==> config.mk <==
export PLATFORM = sky130hd
export DESIGN_NAME = mem_wb_stage
export DESIGN_NICKNAME = d
export VERILOG_FILES = /design/src/rtl/mem_wb_stage.sv
export SDC_FILE = /design/constraint.sdc
export NUM_CORES = 1
export LEC_CHECK = 0
export CAP_MARGIN = 10
export CORE_MARGIN = 3
export CORE_UTILIZATION = 25
export DETAILED_ROUTE_END_ITERATION = 8
export PLACE_DENSITY = 0.58
export SLEW_MARGIN = 10
export SYNTH_ARGS = -nofsm -noshare
export SYNTH_HDL_FRONTEND = slang
export SYNTH_SLANG_ARGS = --single-unit
export TNS_END_PERCENT = 100
==> constraint.sdc <==
create_clock -name clk_i -period 2.5 [get_ports clk_i]
set_input_delay 0.625 -clock clk_i [delete_from_list [all_inputs] [get_ports clk_i]]
set_output_delay 0.625 -clock clk_i [all_outputs]
set_load 0.01 [all_outputs]
==> src/rtl/mem_wb_stage.sv <==
// -----------------------------------------------------------------------------
// mem_wb_stage
//   MEM stage plus MEM/WB pipeline register of the 5-stage RV32 core.
//   Takes the EX/MEM register outputs and runs one data-memory access per
//   load/store over a req/ready handshake. stall_o stays high while the access
//   is pending. The block registers the write-back bundle (ctrl, ALU result,
//   load data, rd) for the WB mux and the forwarding unit.
//
//   Optional feature macro: MEM_STAGE_TIMEOUT_EN
//     defined   -> an access aborts after TIMEOUT_CYC not-ready ACCESS cycles and
//                  sets the sticky timeout_o flag
//     undefined -> ACCESS waits indefinitely and timeout_o is tied to 0
//
// Ports
//   clk_i, rst_i                  clock (rising edge), synchronous active-low reset
//   RegWrite_i, MemToReg_i,
//   MemRead_i, MemWrite_i         EX/MEM control bits
//   ALUresult_i, Readdata2_i      EX/MEM ALU result / address and store data
//   INS_11_7_i                    EX/MEM destination register (rd)
//   dmem_req_o, dmem_we_o,
//   dmem_addr_o, dmem_wdata_o     data-memory request, driven from the holding regs
//   dmem_rdata_i, dmem_ready_i    data-memory response
//   stall_o                       combinational freeze request to the hazard unit
//   RegWrite_o, MemToReg_o,
//   ALUresult_o, MemData_o,
//   RdAddr_o                      MEM/WB register outputs
//   timeout_o                     sticky access-abort flag
// -----------------------------------------------------------------------------
module mem_wb_stage #(
    parameter int DATA_W      = 32,
    parameter int REG_W       = 5,
    parameter int TIMEOUT_CYC = 255
) (
    input  logic              clk_i,
    input  logic              rst_i,
    input  logic              RegWrite_i,
    input  logic              MemToReg_i,
    input  logic              MemRead_i,
    input  logic              MemWrite_i,
    input  logic [DATA_W-1:0] ALUresult_i,
    input  logic [DATA_W-1:0] Readdata2_i,
    input  logic [REG_W-1:0]  INS_11_7_i,
    output logic              dmem_req_o,
    output logic              dmem_we_o,
    output logic [DATA_W-1:0] dmem_addr_o,
    output logic [DATA_W-1:0] dmem_wdata_o,
    input  logic [DATA_W-1:0] dmem_rdata_i,
    input  logic              dmem_ready_i,
    output logic              stall_o,
    output logic              RegWrite_o,
    output logic              MemToReg_o,
    output logic [DATA_W-1:0] ALUresult_o,
    output logic [DATA_W-1:0] MemData_o,
    output logic [REG_W-1:0]  RdAddr_o,
    output logic              timeout_o
);

    typedef enum logic [0:0] {
        ST_IDLE   = 1'b0,
        ST_ACCESS = 1'b1
    } state_t;

    state_t              state_r;
    logic                req_r;
    logic                we_r;
    logic [DATA_W-1:0]   addr_r;
    logic [DATA_W-1:0]   wdata_r;
    logic                hold_rw_r;
    logic                hold_mtr_r;
    logic [REG_W-1:0]    hold_rd_r;

    logic                mem_op_s;
    logic                abort_s;
    logic                stall_s;

    assign mem_op_s = MemRead_i | MemWrite_i;

`ifdef MEM_STAGE_TIMEOUT_EN
    localparam int CNT_W = (TIMEOUT_CYC < 2) ? 1 : $clog2(TIMEOUT_CYC + 1);

    logic [CNT_W-1:0]    cnt_r;
    logic                timeout_r;

    // Abort fires in the not-ready cycle that brings the wait count up to TIMEOUT_CYC.
    always_comb begin
        abort_s = 1'b0;
        if ((state_r == ST_ACCESS) && !dmem_ready_i && (cnt_r == CNT_W'(TIMEOUT_CYC - 1))) begin
            abort_s = 1'b1;
        end else begin
            abort_s = 1'b0;
        end
    end

    // Wait counter (cleared on entry to ACCESS) and sticky abort flag.
    always_ff @(posedge clk_i) begin
        if (!rst_i) begin
            cnt_r     <= '0;
            timeout_r <= 1'b0;
        end else begin
            if ((state_r == ST_IDLE) && mem_op_s) begin
                cnt_r <= '0;
            end else if ((state_r == ST_ACCESS) && !dmem_ready_i) begin
                cnt_r <= cnt_r + CNT_W'(1);
            end else begin
                cnt_r <= cnt_r;
            end
            if (abort_s) begin
                timeout_r <= 1'b1;
            end else begin
                timeout_r <= timeout_r;
            end
        end
    end

    assign timeout_o = timeout_r;
`else
    // The abort length only matters when the timeout counter is built.
    localparam int unused_timeout_cyc = TIMEOUT_CYC;

    assign abort_s   = 1'b0;
    assign timeout_o = 1'b0;
`endif

    // Stall upstream while an access is being launched or is still waiting.
    always_comb begin
        stall_s = 1'b0;
        case (state_r)
            ST_IDLE: begin
                if (mem_op_s) begin
                    stall_s = 1'b1;
                end else begin
                    stall_s = 1'b0;
                end
            end
            ST_ACCESS: begin
                if (dmem_ready_i || abort_s) begin
                    stall_s = 1'b0;
                end else begin
                    stall_s = 1'b1;
                end
            end
            default: stall_s = 1'b0;
        endcase
    end

    assign stall_o = stall_s;

    // MEM FSM: holding registers, request flag and MEM/WB register.
    always_ff @(posedge clk_i) begin
        if (!rst_i) begin
            state_r     <= ST_IDLE;
            req_r       <= 1'b0;
            we_r        <= 1'b0;
            addr_r      <= '0;
            wdata_r     <= '0;
            hold_rw_r   <= 1'b0;
            hold_mtr_r  <= 1'b0;
            hold_rd_r   <= '0;
            RegWrite_o  <= 1'b0;
            MemToReg_o  <= 1'b0;
            ALUresult_o <= '0;
            MemData_o   <= '0;
            RdAddr_o    <= '0;
        end else begin
            case (state_r)
                ST_IDLE: begin
                    if (mem_op_s) begin
                        // A read+write combination is treated as a store.
                        state_r    <= ST_ACCESS;
                        req_r      <= 1'b1;
                        we_r       <= MemWrite_i;
                        addr_r     <= ALUresult_i;
                        wdata_r    <= Readdata2_i;
                        hold_rw_r  <= RegWrite_i;
                        hold_mtr_r <= MemToReg_i;
                        hold_rd_r  <= INS_11_7_i;
                        RegWrite_o <= 1'b0;
                        MemToReg_o <= 1'b0;
                    end else begin
                        RegWrite_o  <= RegWrite_i;
                        MemToReg_o  <= MemToReg_i;
                        ALUresult_o <= ALUresult_i;
                        RdAddr_o    <= INS_11_7_i;
                    end
                end
                ST_ACCESS: begin
                    if (dmem_ready_i) begin
                        state_r     <= ST_IDLE;
                        req_r       <= 1'b0;
                        RegWrite_o  <= hold_rw_r;
                        MemToReg_o  <= hold_mtr_r;
                        ALUresult_o <= addr_r;
                        RdAddr_o    <= hold_rd_r;
                        if (!we_r) begin
                            MemData_o <= dmem_rdata_i;
                        end else begin
                            MemData_o <= MemData_o;
                        end
                    end else if (abort_s) begin
                        // Aborted instruction is discarded: bubble into MEM/WB.
                        state_r    <= ST_IDLE;
                        req_r      <= 1'b0;
                        RegWrite_o <= 1'b0;
                        MemToReg_o <= 1'b0;
                    end else begin
                        RegWrite_o <= 1'b0;
                        MemToReg_o <= 1'b0;
                    end
                end
                default: begin
                    state_r    <= ST_IDLE;
                    req_r      <= 1'b0;
                    RegWrite_o <= 1'b0;
                    MemToReg_o <= 1'b0;
                end
            endcase
        end
    end

    assign dmem_req_o   = req_r;
    assign dmem_we_o    = we_r;
    assign dmem_addr_o  = addr_r;
    assign dmem_wdata_o = wdata_r;

endmodule

==> report_table.html <==
<table>
<tr><th>Metric</th><th>Value</th></tr>
<tr><th colspan="2">Global route</th></tr>
<tr><td>Vias in the first global route</td><td>5134</td></tr>
<tr><td>Global-route wire length before repair</td><td>28600 um</td></tr>
<tr><td>Initial antenna violation count</td><td>1</td></tr>
<tr><td>Largest net degree at the start of global routing</td><td>47</td></tr>
<tr><td>Leftover overflow at the end of global routing</td><td>0</td></tr>
<tr><td>Combined global-route utilization of all metal layers</td><td>13.6%</td></tr>
<tr><th colspan="2">Min path</th></tr>
<tr><td>Worst Hold Depth</td><td>2</td></tr>
<tr><td>Hold WC Path Type</td><td>flip-flop to flip-flop</td></tr>
<tr><td>Startpoint of the tightest hold check path</td><td>MemData_o[15]</td></tr>
<tr><th colspan="2">Run status</th></tr>
<tr><td>Result of the run</td><td>complete, no violations</td></tr>
<tr><th colspan="2">Route</th></tr>
<tr><td>Sum of met3 wire segment lengths after detailed routing</td><td>1340 um</td></tr>
<tr><td>Metal1 wirelength</td><td>8490 um</td></tr>
<tr><td>Routed wirelength normalized by instance count</td><td>15.2 um</td></tr>
<tr><td>Residual DRC</td><td>0</td></tr>
<tr><td>Routed via count</td><td>5346</td></tr>
<tr><td>Length of routed met2 wiring</td><td>8790 um</td></tr>
<tr><td>DRC violation total after the first TritonRoute iteration</td><td>338</td></tr>
<tr><td>Vias per inst</td><td>4.30</td></tr>
<tr><td>DRT antenna net count</td><td>0</td></tr>
<tr><td>Top routing layer in use</td><td>met4</td></tr>
<tr><td>Post-Route WL</td><td>18900 um</td></tr>
<tr><td>Router iterations before antenna repair</td><td>4</td></tr>
<tr><th colspan="2">Cells and area</th></tr>
<tr><td>Count of placed standard cells in the final layout, fillers left out</td><td>1242</td></tr>
<tr><td>Synthesis-to-finish area growth</td><td>54.3%</td></tr>
<tr><td>Most used cells in the layout excluding fill and tap cells</td><td>242 x sky130_fd_sc_hd__clkdlybuf4s50_1, 222 x sky130_fd_sc_hd__nand2_1, 145 x sky130_fd_sc_hd__dfxtp_1</td></tr>
<tr><td>Final nets</td><td>1012</td></tr>
<tr><td>Most common cell after layout, fill and taps aside</td><td>sky130_fd_sc_hd__clkdlybuf4s50_1</td></tr>
<tr><td>Fillers</td><td>2493</td></tr>
<tr><td>Ratio of cells with drive above 1 in the final layout</td><td>10.0%</td></tr>
<tr><td>Total non-filler cell area in the finished layout</td><td>9590 um2</td></tr>
<tr><th colspan="2">Critical path</th></tr>
<tr><td>Required time worst endpoint</td><td>1.88 ns</td></tr>
<tr><td>Critical Path, Cell by Cell</td><td>clkdlybuf4s50_1 -&gt; nor2_4 -&gt; a21boi_0 -&gt; dlygate4sd2_1</td></tr>
<tr><td>Endpoint of the worst setup timing path</td><td>stall_o</td></tr>
<tr><td>RR Endpoint</td><td>dmem_wdata_o[12]</td></tr>
<tr><td>Logic depth of the worst path, buffers included</td><td>4</td></tr>
<tr><td>CP Launch Point</td><td>MemWrite_i</td></tr>
<tr><td>Data arrival time of the critical path</td><td>1.80 ns</td></tr>
<tr><td>Category of the most critical setup path</td><td>input pin to output pin</td></tr>
<tr><td>Kind of end point of the critical path</td><td>output pin</td></tr>
<tr><td>Delay of the slowest critical-path stage</td><td>0.54 ns</td></tr>
<tr><td>Critical path fanouts, max</td><td>2</td></tr>
<tr><td>Cell with the largest stage delay on the worst path</td><td>sky130_fd_sc_hd__clkdlybuf4s50_1</td></tr>
<tr><td>Worst-case reg-to-reg path depth</td><td>5</td></tr>
<tr><td>Delay-heaviest family, CP</td><td>buffers and inverters</td></tr>
<tr><td>Sort of element at the start of the critical path</td><td>input pin</td></tr>
<tr><td>Reg-to-reg setup timing slack</td><td>1.06 ns</td></tr>
<tr><td>FF-to-FF Start</td><td>state_r</td></tr>
<tr><td>Worst path bufs/invs</td><td>2</td></tr>
<tr><th colspan="2">STA</th></tr>
<tr><td>Fin. Hold Viols</td><td>0</td></tr>
<tr><td>Setup violations, final</td><td>0</td></tr>
<tr><td>Fmax</td><td>413 MHz</td></tr>
<tr><td>Max Clock Skew</td><td>0.00634 ns</td></tr>
<tr><td>Minimum period implied by the final worst setup slack</td><td>2.42 ns</td></tr>
<tr><td>Final worst-path cycle share</td><td>96.8%</td></tr>
<tr><td>Slew at the pin closest to its max-slew limit</td><td>0.704 ns</td></tr>
<tr><td>Unrepaired setup endpoints after global routing</td><td>no</td></tr>
<tr><td>Max_slew headroom</td><td>53.1%</td></tr>
<tr><td>Hold Worst Slack</td><td>0.452 ns</td></tr>
<tr><td>Number of pins exceeding their max-slew limit in the final report</td><td>0</td></tr>
<tr><td>Sum of negative setup slack</td><td>0 ns</td></tr>
<tr><th colspan="2">Place</th></tr>
<tr><td>Count of buffers inserted at the top-level ports</td><td>245</td></tr>
<tr><td>Cell area reported after detailed placement</td><td>8930 um2</td></tr>
<tr><td>HPWL Detailed</td><td>12800 um</td></tr>
<tr><td>Final weighted congestion in routability-driven placement</td><td>0.717</td></tr>
<tr><td>Placed insts</td><td>1209</td></tr>
<tr><th colspan="2">Clock network</th></tr>
<tr><td>Clock transition time at the flip-flop clock pins of the worst setup and hold paths</td><td>0.06 ns</td></tr>
<tr><td>Buffer cell driving the clock tree root</td><td>sky130_fd_sc_hd__clkbuf_16</td></tr>
<tr><td>CTS tree</td><td>done</td></tr>
<tr><td>Latest clock arrival within the worst-skew pair</td><td>0.41 ns</td></tr>
<tr><td>Number of clock sinks seen by CTS</td><td>145</td></tr>
<tr><td>Bufs on Longest Clock Path</td><td>2</td></tr>
<tr><td>Number of buffers created by CTS</td><td>17</td></tr>
<tr><td>Level count of the clock H-tree</td><td>4</td></tr>
<tr><th colspan="2">Logic synthesis</th></tr>
<tr><td>Total of flip-flops plus latches after synthesis</td><td>145</td></tr>
<tr><td>Syn. warnings</td><td>0</td></tr>
<tr><td>Syn Inst Count</td><td>680</td></tr>
<tr><td>Number of unique standard cell types used by synthesis</td><td>26</td></tr>
<tr><td>Total standard cell area after synthesis</td><td>6210 um2</td></tr>
<tr><td>Share of synthesized area occupied by flip-flops and latches</td><td>46.7%</td></tr>
<tr><td>Avg Inst Size Synth</td><td>9.14 um2</td></tr>
<tr><td>Mapped Nets</td><td>788</td></tr>
<tr><th colspan="2">Floorplan</th></tr>
<tr><td>Die Height</td><td>164 um</td></tr>
<tr><td>Starting density of the core</td><td>25.5%</td></tr>
<tr><td>I/O Pins</td><td>247</td></tr>
<tr><td>Total Die Area</td><td>26800 um2</td></tr>
<tr><td>Rows</td><td>57</td></tr>
<tr><td>CORE AREA</td><td>24400 um2</td></tr>
<tr><td>Width of the chip</td><td>164 um</td></tr>
<tr><th colspan="2">Power and ir drop</th></tr>
<tr><td>Power density normalized to cell area</td><td>689 nW/um2</td></tr>
<tr><td>Flop pwr share</td><td>39.1%</td></tr>
<tr><td>Switching share of power</td><td>25.4%</td></tr>
<tr><td>Clk pwr share</td><td>43.1%</td></tr>
<tr><td>Int Pwr</td><td>4.93 mW</td></tr>
<tr><td>Combinational fraction of design power</td><td>17.8%</td></tr>
<tr><td>Leakage dissipation</td><td>3.75 nW</td></tr>
<tr><td>Maximum vdd ir drop</td><td>0.362 mV</td></tr>
<tr><td>Net switching power figure</td><td>1.68 mW</td></tr>
<tr><th colspan="2">Job</th></tr>
<tr><td>Number of maximum-capacitance violations</td><td>0</td></tr>
</table>
[worst min-delay path by stage]
stage and endpoint:
6_report MemData_o[15], 5_1_grt MemData_o[11], 4_1_cts MemData_o[11], 3_5_place_dp MemData_o[11], 3_3_place_gp MemData_o[6], 2_1_floorplan hold_rd_r[0]
[cell usage after synthesis]
| cell type | count | area (um2) |
|---|---|---|
| sky130_fd_sc_hd__inv_1 | 1 | 3.75 |
| sky130_fd_sc_hd__nor2_4 | 1 | 11.3 |
| sky130_fd_sc_hd__and3b_1 | 1 | 8.76 |
| sky130_fd_sc_hd__o21ba_2 | 1 | 10.0 |
| sky130_fd_sc_hd__dfxtp_1 | 145 | 2900 |
| sky130_fd_sc_hd__mux2_2 | 24 | 270 |
| sky130_fd_sc_hd__nor2b_1 | 2 | 12.5 |
| sky130_fd_sc_hd__conb_1 | 1 | 3.75 |
| sky130_fd_sc_hd__o21ai_0 | 22 | 110 |
| sky130_fd_sc_hd__mux2i_1 | 38 | 380 |
| sky130_fd_sc_hd__nand2_1 | 222 | 833 |
| sky130_fd_sc_hd__o21bai_1 | 1 | 7.51 |
| sky130_fd_sc_hd__a21oi_1 | 23 | 115 |
| sky130_fd_sc_hd__nand3b_1 | 1 | 7.51 |
| sky130_fd_sc_hd__buf_8 | 2 | 30.0 |
| sky130_fd_sc_hd__buf_6 | 11 | 124 |
| sky130_fd_sc_hd__a21boi_0 | 23 | 173 |
| sky130_fd_sc_hd__clkbuf_1 | 20 | 75.1 |
| sky130_fd_sc_hd__o211a_1 | 15 | 150 |
| sky130_fd_sc_hd__and2_1 | 1 | 6.26 |
| sky130_fd_sc_hd__buf_1 | 1 | 3.75 |
| sky130_fd_sc_hd__a21boi_1 | 83 | 623 |
| sky130_fd_sc_hd__buf_4 | 7 | 52.6 |
| sky130_fd_sc_hd__mux2_4 | 13 | 195 |
| sky130_fd_sc_hd__buf_2 | 17 | 85.1 |
| sky130_fd_sc_hd__nand3_1 | 4 | 20.0 |
[power by group through the flow]
stage | logic (mW) | clock network [mW] | registers, mW
after floorplan | 0.503 | 0 | 2.69
after global placement | 1.19 | 0 | 2.63
after detailed placement | 1.20 | 0 | 2.63
after CTS | 1.20 | 2.93 | 2.58
after global routing | 1.28 | 3.03 | 2.61
final | 1.18 | 2.85 | 2.58
[registers in the layout, summed over array words and instances (netlist names)]
signal	count
MemData_o	32
hold_rw_r	1
dmem_addr_o	32
dmem_wdata_o	32
dmem_req_o	1
hold_rd_r	5
RegWrite_o	1
dmem_we_o	1
MemToReg_o	1
RdAddr_o	5
ALUresult_o	32
hold_mtr_r	1
state_r	1
[cell type report]
cell class	instances	area (um2)	share of cell area, %
Clock buffer	17	425	4.44
Inverter	1	3.75	0.0391
Clock inverter	15	230	2.40
Sequential cell	145	2900	30.3
Timing Repair Buffer	263	2670	27.8
Antenna cell	1	2.50	0.0261
Tap cell	324	405	4.23
Multi-Input combinational cell	476	2960	30.8
[what timing repair did]
item / 4_1_cts / 5_1_grt
endpoints found under the setup margin: 1 / 0
buffers inserted: 0 / 0
gates resized for setup: 1 / 0
hold buffers: 0 / 0
[layer usage]
layer / global-route usage [%] / vias up
met3: 4.62 / 16
met4: 4.23 / 0
met5: 0 / -
met1: 17.0 / 2458
li1: - / 2723
met2: 22.0 / 149
[kinds of logic after synthesis]
logic type,Yosys count,share of synthesized area [%]
simple gates,232,14.5
compound gates,168,19.1
flops,145,46.7
mux,75,13.6
buf+inv,59,6.02
other cells,1,0.0603
[worst register-to-register path: stages, from the launching register on]
cell                       delay [ns]
sky130_fd_sc_hd__dfxtp_1         0.38
sky130_fd_sc_hd__buf_4           0.28
sky130_fd_sc_hd__o21bai_4        0.21
sky130_fd_sc_hd__buf_12          0.24
sky130_fd_sc_hd__nand2_1         0.10
sky130_fd_sc_hd__a21boi_1        0.15
[stage by stage]
stage	power (mW)	util, %	setup WS (ns)
6_report	6.61	39.3	0.0798
5_1_grt	6.91	39.3	0.0124
4_1_cts	6.72	39.3	0.0647
3_5_place_dp	3.83	36.6	-0.202
3_3_place_gp	3.82	36.6	-0.211
2_1_floorplan	3.19	-	0.528
(Power assumes the default switching activity.)
==> RTL edit 1: new RTL, same flow settings <==
The option `MEM_STAGE_TIMEOUT_EN` is turned on by a define.
--- a/src/rtl/mem_wb_stage.sv
+++ b/src/rtl/mem_wb_stage.sv
@@ -28,2 +28,4 @@
 // -----------------------------------------------------------------------------
+`define MEM_STAGE_TIMEOUT_EN
+
 module mem_wb_stage #(
Check against the original RTL: no difference found for any inputs over 4 cycles, from zero or initial values and one cycle with rst_i low; that may be too few to reach the edited logic, so the function may still have changed.
==> RTL edit 1 against the original RTL <==
  * Sequential cell count rose by 9
  * Critical endpoint unchanged
  * Routed wire length rose by 1.1%
  * Register-to-register slack got worse by 0.25 ns
  * Count of clock-buffer cells in the layout rose by 2
  * Area after synthesis fell by 3.3%
  * Core utilization rose by 0.96 points
  * Highest routed layer unchanged
  * Setup slack got worse by 0.0074 ns
  * Design area fell by 1.1%
  * Total power fell by 0.45%
  * Largest power group is now sequential cells
  * Synthesized cell count rose by 1.9%
==> RTL edit 1: results <==
[layout]
share_of_post_route_cells_with_drive_strength_above_1 = 0.101
fin_nets = 1037
antenna-diode-count = 0

[global_route]
globalRouteMet3Util = 0.0498
grt_pass1_vias = 5413
grtUsageTotal = 0.146
grt_max_degree = 75
grtUsageMet2 = 0.237
wire_length_of_the_first_global_routing_pass_mm = 30.1

[logic_synthesis]
synth_top_cells_by_area = "dfxtp_1, nand2_1, a21oi_1"
ys_top_cells_by_count = "nand2_1, dfxtp_1, a21oi_1, mux2i_1, nor3_1"
synth_sequential_area_ratio = 0.513
net_count_of_the_mapped_netlist = 803

[pwr]
worst_ir_drop_vdd_mv = 0.375

[timing]
worst-slew-pin-transition_ns = 0.438
timing.clock.skew_ns = 0.0119

[setup_path]
rrSetupSlack_ns = 0.81
reg2reg_to = "ALUresult_o[9]$_SDFFE_PN0P_"
crit_path_max_incr_delay_ns = 0.48

[routing]
wire_per_inst_um = 15.2
routed_wl_mm = 19.1

[place]
placement.io_buffers = 246
detailedPlacementHpwl_mm = 13.0
place_inst = 1227

[min_path]
min-delay-start = "dmem_wdata_o[17]$_SDFFE_PN0P_"
holdPathEnd = "dmem_wdata_o[17]$_SDFFE_PN0P_"

[status]
run_status = "completed"
==> RTL edit 1: logic make-up after synthesis <==
logic type	Yosys count	share of synthesized area
AO/OA/AOI/OAI	157	0.176
multiplexers	39	0.0649
buffers and inverters	62	0.0479
flip-flops	154	0.513
AND/OR/NAND/NOR	277	0.192
XOR/XNOR	2	0.00291
adder cells (fa/ha/maj)	2	0.00416
==> RTL edit 1: what timing repair did <==
item | CTS | global route
gates resized for setup | 1 | 1
setup endpoints to repair | 1 | 1
setup buffers | 0 | 0
==> RTL edit 1: worst max path at each step <==
stage | from | to | slack [ns] | cells after the start
final | dmem_ready_i | stall_o | 0.07 | 5
after global routing | dmem_ready_i | stall_o | 0.01 | 5
after CTS | dmem_ready_i | stall_o | 0.01 | 5
after detailed placement | dmem_ready_i | stall_o | -0.21 | 5
after global placement | dmem_ready_i | stall_o | -0.20 | 5
after floorplan | MemWrite_i | stall_o | 0.56 | 3
==> RTL edit 1: report_power, final <==
part	leakage, uW	switching, uW	internal (uW)	total (uW)
registers	0.00127	94.8	2630	2720
logic	0.00185	590	649	1240
clock network	0.000290	1080	1530	2620
==> RTL edit 1: routing by layer <==
layer | vias up | share of wire
li1 | 2812 | -
met1 | 2553 | 0.44
met2 | 160 | 0.46
met3 | 26 | 0.073
met4 | 0 | 0.026
met5 | - | 0
==> RTL edit 1: final cells by class <==
type	count	area [sq um]
Sequential cell	154	3080
Fill cell	2389	14100
Timing Repair Buffer	272	2720
Clock inverter	13	143
Clock buffer	19	453
Tap cell	319	399
Multi-Input combinational cell	477	2670
Inverter	5	21.3
==> RTL edit 1: critical path, delay by kind of cell <==
kind	cells	cell delay, ns
buffers and inverters	2	0.78
AO/OA/AOI/OAI	1	0.11
AND/OR/NAND/NOR	2	0.29
==> RTL edit 1: metrics by stage <==
stage / setup TNS, ns / hold WS (ns) / total power (uW) / worst slack, ns / area (sq um)
2_1_floorplan: 0 / 0.436 / 3350 / 0.556 / 6010
3_3_place_gp: -0.199 / 0.440 / 4020 / -0.199 / 8890
3_5_place_dp: -0.208 / 0.446 / 4040 / -0.208 / 8890
4_1_cts: 0 / 0.455 / 6710 / 0.0131 / 9480
5_1_grt: 0 / 0.472 / 6920 / 0.0100 / 9480
6_report: 0 / 0.452 / 6580 / 0.0724 / 9480
==> RTL edit 2: new RTL, same settings <==
Made on the original files. `REG_W`: 5 -> 6.
--- a/src/rtl/mem_wb_stage.sv
+++ b/src/rtl/mem_wb_stage.sv
@@ -30,3 +30,3 @@
     parameter int DATA_W      = 32,
-    parameter int REG_W       = 5,
+    parameter int REG_W       = 6,
     parameter int TIMEOUT_CYC = 255
Ports: changed (resized INS_11_7_i and RdAddr_o); port bits go from 247 to 249. The function was not compared with the original's and may differ.
==> RTL edit 2 against the original RTL <==
  * Clock skew increased by 0.0069 ns
  * Setup slack better by 0.024 ns
  * Non-clock buffer count is 1 lower
  * Clock power fell by 12%
  * Area after synthesis is 0.95% higher
  * Design area is 0.83% lower
  * Critical path type unchanged
  * Routed wire length up 2.5%
  * Total power fell by 4.9%
  * Sequential cell count is 2 higher
  * Largest power group is now sequential cells
  * Largest cell class unchanged
  * Register-to-register slack worse by 0.24 ns
==> RTL edit 2: results <==
[status]
run_status = "completed"

[layout]
fillers = 2423
area_growth_pct = 51.6
fin_nets = 1021
share_of_post_route_cells_with_drive_strength_above_1 = 0.0931
final_cells = 1248
antenna-diode-count = 0

[clocking]
clock_tree.root_cell = "clkbuf_16"
clk_transition_reported_paths_ns = 0.06
clkLatencyLatePin_ns = 0.41
cts_inserted_buffers = 17
postCtsResizedCells = 1
clock_tree.buffer_depth = 2
cts.htree.levels = 4
cts.repair_timing.setup_buffer_count = 0

[setup_path]
cp_data_arrival_time_ns = 1.77
crit_path_max_incr_delay_ns = 0.52

[logic_synthesis]
net_count_of_the_mapped_netlist = 798
synth_sequential_area_ratio = 0.469
ys_top_cells_by_count = "nand2_1, dfxtp_1, a21boi_1, mux2i_1, mux2_2"
synth_warnings = 0
synth_top_cells_by_area = "dfxtp_1, nand2_1, a21boi_1"
avgSynthCellArea_sq_um = 9.11
async_reset_ff_frac = 0

[routing]
vias_after_detailed_routing = 5404
route.layer.met1.wl_mm = 8.78
route.met2.wl_mm = 9.26
detail_route.iter0.violations = 242
routed_wl_mm = 19.4
pre_repair_dr_iteration_count = 4
highest_layer = "met5"
detailroute.wirelength.met3_mm = 1.05

[place]
placement.io_buffers = 247
placement.setup.worst_slack_ns = -0.204
finalWeightedCongestion = 0.734
detailedPlacementHpwl_mm = 12.7
placed_cell_area_sq_um = 8950

[pwr]
worst_ir_drop_vdd_mv = 0.326
power_leakage_uw = 0.00372

[global_route]
grt_pass1_vias = 5109
wire_length_of_the_first_global_routing_pass_mm = 29.7
globalRouteMet3Util = 0.0409
use_met1 = 0.182
grtUsageTotal = 0.142
grt_max_degree = 98
antenna_found_initial = 1
grtUsageMet2 = 0.231

[timing]
worst_slew_margin_rel = 0.531
timing.clock.skew_ns = 0.0133

[min_path]
hold_path_class = "reg -> reg"
-- RTL edit 2: cell types whose count changed in the layout (fill, tap and decap cells not counted), sizes merged, moves of 3 or more --
cell,before,now
nand2,222,225
clkbuf,17,24
clkinvlp,6,1
buf,20,17
inv,5,2
clkinv,0,4
bufinv,5,1
-- RTL edit 2: power by group --
group | switching (uW) | internal (uW)
clock | 1020 | 1480
combinational | 513 | 654
sequential | 107 | 2510
total | 1640 | 4640
-- RTL edit 2: worst min-delay path: stages, from the launching register on --
cell and delay (ns):
dfxtp_1 0.30, nand2_1 0.05, a21boi_1 0.05
-- RTL edit 2: final timing paths --
kind | from | to | slack [ns] | depth (start not counted)
worst max register to register | state_r$_SDFF_PN0_ | MemData_o[29]$_SDFFE_PN0P_ | 0.82 | 5
worst max-delay path | MemWrite_i | stall_o | 0.10 | 4
worst min register to register | MemData_o[9]$_SDFFE_PN0P_ | MemData_o[9]$_SDFFE_PN0P_ | 0.45 | 2
worst min-delay path | MemData_o[9]$_SDFFE_PN0P_ | MemData_o[9]$_SDFFE_PN0P_ | 0.45 | 2
-- RTL edit 2: kinds of logic (layout without fill, tap and decap cells) --
family | Yosys count | in the layout | synth area share
and+or+nand+nor | 235 | 235 | 0.145
buffers and inverters | 59 | 294 | 0.0606
muxes | 77 | 77 | 0.132
other | 1 | 1 | 0.000598
AOI/OAI and AO/OA | 170 | 170 | 0.192
DFF | 147 | 147 | 0.469
-- RTL edit 2: final cells by class --
class | count | share of cell area
clock inverter | 7 | 0.00776
clock buffer | 24 | 0.0517
multi-input combinational | 483 | 0.312
inverter | 1 | 0.000395
timing repair buffer | 262 | 0.276
tap | 324 | 0.0426
sequential | 147 | 0.309
